--- src/rtl/glyph_serializer.sv ---
// glyph_serializer: captures an 8x8 glyph from the char ROM and streams
// it as 64 row-major FG/BG pixels on valid/ready. Option: OVERRUN_FLAG_EN.
module glyph_serializer #(
    parameter int                 COLOR_W  = 8,
    parameter logic [COLOR_W-1:0] FG_COLOR = 8'hFF,
    parameter logic [COLOR_W-1:0] BG_COLOR = 8'h00
) (
    input  logic               clk,
    input  logic               reset,
    input  logic               charprint,
    input  logic [63:0]        vdata,
    output logic               pix_valid,
    input  logic               pix_ready,
    output logic [2:0]         pix_x,
    output logic [2:0]         pix_y,
    output logic               pix_on,
    output logic [COLOR_W-1:0] pix_color,
    output logic               busy,
    output logic               done
`ifdef OVERRUN_FLAG_EN
    ,
    output logic               overrun
`endif
);

    typedef enum logic [1:0] {
        IDLE = 2'd0,
        WAIT = 2'd1,
        EMIT = 2'd2,
        DONE = 2'd3
    } state_t;

    state_t             state_q;
    logic [63:0]        glyph_q;
    logic [5:0]         idx_q;
    logic [5:0]         idx_d;
    logic               pix_valid_q;
    logic [2:0]         pix_x_q;
    logic [2:0]         pix_y_q;
    logic               pix_on_q;
    logic               pix_on_d;
    logic [COLOR_W-1:0] pix_color_q;
    logic               busy_q;
    logic               done_q;
    logic               xfer;

    // Pixel colour lookup for a single glyph bit.
    function automatic logic [COLOR_W-1:0] color_of(input logic b);
        return b ? FG_COLOR : BG_COLOR;
    endfunction

    assign xfer = pix_valid_q & pix_ready;

    // Next pixel index and its glyph bit; bit 63-idx is simply ~idx.
    always_comb begin
        idx_d    = idx_q + 6'd1;
        pix_on_d = glyph_q[~idx_d];
    end

    // Control FSM with registered stream outputs.
    always_ff @(posedge clk) begin
        if (reset) begin
            state_q     <= IDLE;
            glyph_q     <= '0;
            idx_q       <= '0;
            pix_valid_q <= 1'b0;
            pix_x_q     <= '0;
            pix_y_q     <= '0;
            pix_on_q    <= 1'b0;
            pix_color_q <= BG_COLOR;
            busy_q      <= 1'b0;
            done_q      <= 1'b0;
        end else begin
            unique case (state_q)
                IDLE: begin
                    if (charprint) begin
                        state_q <= WAIT;
                        busy_q  <= 1'b1;
                    end
                end
                WAIT: begin
                    state_q     <= EMIT;
                    glyph_q     <= vdata;
                    idx_q       <= '0;
                    pix_valid_q <= 1'b1;
                    pix_x_q     <= '0;
                    pix_y_q     <= '0;
                    pix_on_q    <= vdata[63];
                    pix_color_q <= color_of(vdata[63]);
                end
                EMIT: begin
                    if (xfer) begin
                        idx_q <= idx_d;
                        if (idx_q == 6'd63) begin
                            state_q     <= DONE;
                            pix_valid_q <= 1'b0;
                            pix_x_q     <= '0;
                            pix_y_q     <= '0;
                            pix_on_q    <= 1'b0;
                            pix_color_q <= BG_COLOR;
                            done_q      <= 1'b1;
                        end else begin
                            pix_x_q     <= idx_d[2:0];
                            pix_y_q     <= idx_d[5:3];
                            pix_on_q    <= pix_on_d;
                            pix_color_q <= color_of(pix_on_d);
                        end
                    end
                end
                DONE: begin
                    state_q <= IDLE;
                    done_q  <= 1'b0;
                    busy_q  <= 1'b0;
                end
                default: begin
                    state_q <= IDLE;
                end
            endcase
        end
    end

`ifdef OVERRUN_FLAG_EN
    logic overrun_q;

    // Sticky record of a render request dropped while busy.
    always_ff @(posedge clk) begin
        if (reset) begin
            overrun_q <= 1'b0;
        end else if (charprint && busy_q) begin
            overrun_q <= 1'b1;
        end
    end

    assign overrun = overrun_q;
`endif

    assign pix_valid = pix_valid_q;
    assign pix_x     = pix_x_q;
    assign pix_y     = pix_y_q;
    assign pix_on    = pix_on_q;
    assign pix_color = pix_color_q;
    assign busy      = busy_q;
    assign done      = done_q;

endmodule

--- config.mk ---
export PLATFORM = sky130hd
export DESIGN_NAME = glyph_serializer
export DESIGN_NICKNAME = d
export VERILOG_FILES = /design/src/rtl/glyph_serializer.sv
export SDC_FILE = /design/constraint.sdc
export NUM_CORES = 1
export LEC_CHECK = 0
export CORE_UTILIZATION = 45
export CTS_CLUSTER_DIAMETER = 50
export DETAILED_ROUTE_END_ITERATION = 12
export GPL_ROUTABILITY_DRIVEN = 0
export PLACE_DENSITY_LB_ADDON = 0.1
export SKIP_LAST_GASP = 1
export SLEW_MARGIN = 20
export SYNTH_ARGS = -nofsm -noshare
export SYNTH_HDL_FRONTEND = slang
export SYNTH_SLANG_ARGS = --single-unit
--- constraint.sdc ---
create_clock -name clk -period 2.6 [get_ports clk]
set_input_delay 0.26 -clock clk [delete_from_list [all_inputs] [get_ports clk]]
set_output_delay 0.26 -clock clk [all_outputs]
set_load 0.01 [all_outputs]
==> flow_summary.toml <==
[status]
status = "finished, final reports clean"

[clock_network]
cts_buffers = 9
cts_root_buf = "clkbuf_8"
cts_tree = "built"
htreeDepth = 3
cts.clk_slew.worst_paths_ns = 0.08
post-cts-setup-buffer-count = 0
clkLatencyLatePin_ns = 0.34
clock_path_buffers = 2
cts.sinks = 82

[floorplan]
fp-row-count = 32
fp.dieW_um = 93.07
core-area_um2 = 7888
start_util_pct = 47.32
die_y_um = 93.07
ios = 86
die_area_um2 = 8662

[grt]
grt_pass1_wl_mm = 13.27
grt.total_usage_pct = 19.99
grt_overflow = 0
antenna_found_initial = 0
grt_pass1_vias = 2707
grt_max_degree = 83

[synth]
ys_types = 37
syn-num-nets = 426
yosysWarnings = 0
ys.flop_type = "dfxtp_1"
ys_seq_area_share_pct = 43.98
synth-edff-count = 0
synthArstFlopShare_pct = 0
syn_area_um2 = 3732
avgSynthCellArea_um2 = 10.57
synth-seq-cells = 82
synthCells = 353

[worst_setup_path]
critPathMaxFanout = 16
crit_chain = "buf_12 > nand3_1 > or3_2 > nand2_2 > mux4_2 > mux2_4 > a211o_1"
critical_path_required_ns = 2.84
slowest_stage = "mux4_2"
cpPeakStageDelay_ns = 0.52
worstSetupStartpoint = "idx_q[0]"
worstPathArrival_ns = 2.73
critical_path_class = "reg2reg"
start_kind = "flop"
r2r_start = "idx_q[0]"
endpoint_kind = "flop"
reg2reg_to = "pix_color[6]"
rrSetupSlack_ns = 0.11
crit_family = "multiplexers"
reg2reg_depth = 7
crit_buf_inv = 1

[sta]
fin_crit_sh_pct = 95.75
maxSlewViolCount = 0
setup_viol = 0
whs_ns = 0.4509
min_period_ns = 2.489
rsz0062_at_grt = "no"
max_freq_mhz = 401.7
fin_ws_ns = 0.1106
hold_viol_final = 0
finClkSkew_ns = 0.006865
worstMarginPinSlew_ns = 0.8314
max_slew_margin_pct = 44.57

[final_layout]
instances_no_fill = 536
utilization_pct = 61.98
num-nets-final = 502
fillers = 651
antenna-diode-count = 0
drive_gt1_share_pct = 11.98
mostFrequentLayoutCell = "clkdlybuf4s50_1"
final_cell_mix = "clkdlybuf4s50_1, dfxtp_1, nor2_1"
area_delta_synth_final_pct = 30.98

[placement]
post-place-ws_ns = -0.03027
dp_hpwl_mm = 5.779
port_buffers = 85
placedCellCount = 520

[hold_path]
hp-start = "reset"
min_path_type = "in2reg"
whs_path_depth = 4
min_to = "pix_color[6]"

[routing]
drc = 0
vias = 2789
ant_nets = 0
first_pass_iters = 5
wl_per_cell_um = 14.85
dr.first_iter.drc_count = 147
via_per_inst = 5.203
postRouteWirelength_mm = 7.958

[power]
power.density_nw_per_um2 = 868.9
report.power.total_uw = 4247
power_leakage_uw = 0.001852
vdd_drop_max_uv = 414.1

[job]
cap_violations = 0
[state kept, by name, indices dropped and copies added (netlist names)]
signal / count
glyph_q: 64
idx_q: 6
pix_x: 3
pix_y: 3
state_q: 2
busy: 1
done: 1
pix_color: 1
pix_valid: 1
[stage by stage]
stage | setup TNS, ns | area [um^2]
6_report | 0 | 4888
5_1_grt | 0 | 4888
4_1_cts | 0 | 4878
3_5_place_dp | -0.03027 | 4621
3_3_place_gp | 0 | 4621
2_1_floorplan | 0 | 3732
[cell families (layout without fill, tap and decap cells)]
group	after synthesis	count (layout)	share of synthesized area, %
muxes	87	87	30.10
adders and majority gates	5	5	1.676
AOI/OAI and AO/OA	28	28	4.727
DFF	82	82	43.98
xor gates and xnor gates	4	4	1.140
and+or+nand+nor	113	113	12.91
buffers and inverters	34	115	5.464
[repair_timing]
| item | in CTS | in global routing |
|---|---|---|
| gates resized for setup | 2 | 10 |
| pin swaps | 0 | 1 |
| endpoints found under the setup margin | 1 | 1 |
| hold buffers | 0 | 0 |
[worst max-delay path by stage]
stage                               to  slack, ns  cells past startpoint
after floorplan           pix_color[6]       0.01                      6
after global placement    pix_color[6]       0.03                      7
after detailed placement  pix_color[6]      -0.03                      7
after CTS                 pix_color[6]       0.02                      7
after global routing      pix_color[6]       0.01                      6
final                     pix_color[6]       0.11                      7
[final cells by class]
class | instances | area [um^2] | share of cell area (%)
Multi-Input combinational cell | 237 | 1911 | 39.08
Sequential cell | 82 | 1643 | 33.61
Timing Repair Buffer | 96 | 953.4 | 19.50
Clock buffer | 10 | 127.6 | 2.611
Tap cell | 102 | 127.6 | 2.611
Clock inverter | 6 | 115.1 | 2.355
Inverter | 3 | 11.26 | 0.2304
[cell usage after synthesis, types with 3 or more instances]
master	instances	share of area [%]
dfxtp_1	82	44
nor2_1	79	7.9
mux2i_1	68	18
clkbuf_1	17	1.7
mux4_2	12	7.2
nand2_1	12	1.2
a21oi_1	8	1.1
a22oi_1	8	1.6
buf_4	8	1.6
nand3_1	7	0.94
mux4_1	6	4.2
o21ai_0	6	0.80
ha_1	5	1.7
clkbuf_8	3	1.1
inv_1	3	0.30
nor3_1	3	0.40
[where the power goes]
group,switching [uW],internal [uW],total [uW]
clock network,460,642,1100
logic,679,787,1470
registers,165,1520,1680
[per-layer routing]
| metal | track usage (%) | routed length [um] | vias to the layer above |
|---|---|---|---|
| met5 | 0 | 0 | - |
| met4 | 7.308 | 90 | 0 |
| met3 | 4.065 | 292 | 7 |
| met2 | 32.97 | 3893 | 68 |
| met1 | 25.91 | 3681 | 1324 |
| li1 | - | - | 1390 |
[worst reg2reg max path, cell delays in order (launching register included)]
cell	delay (ns)
dfxtp_2	0.38
buf_12	0.18
nand3_1	0.14
or3_2	0.48
nand2_2	0.14
mux4_2	0.52
mux2_4	0.27
a211o_1	0.28
No activity file was read; power rests on OpenSTA's default activity.
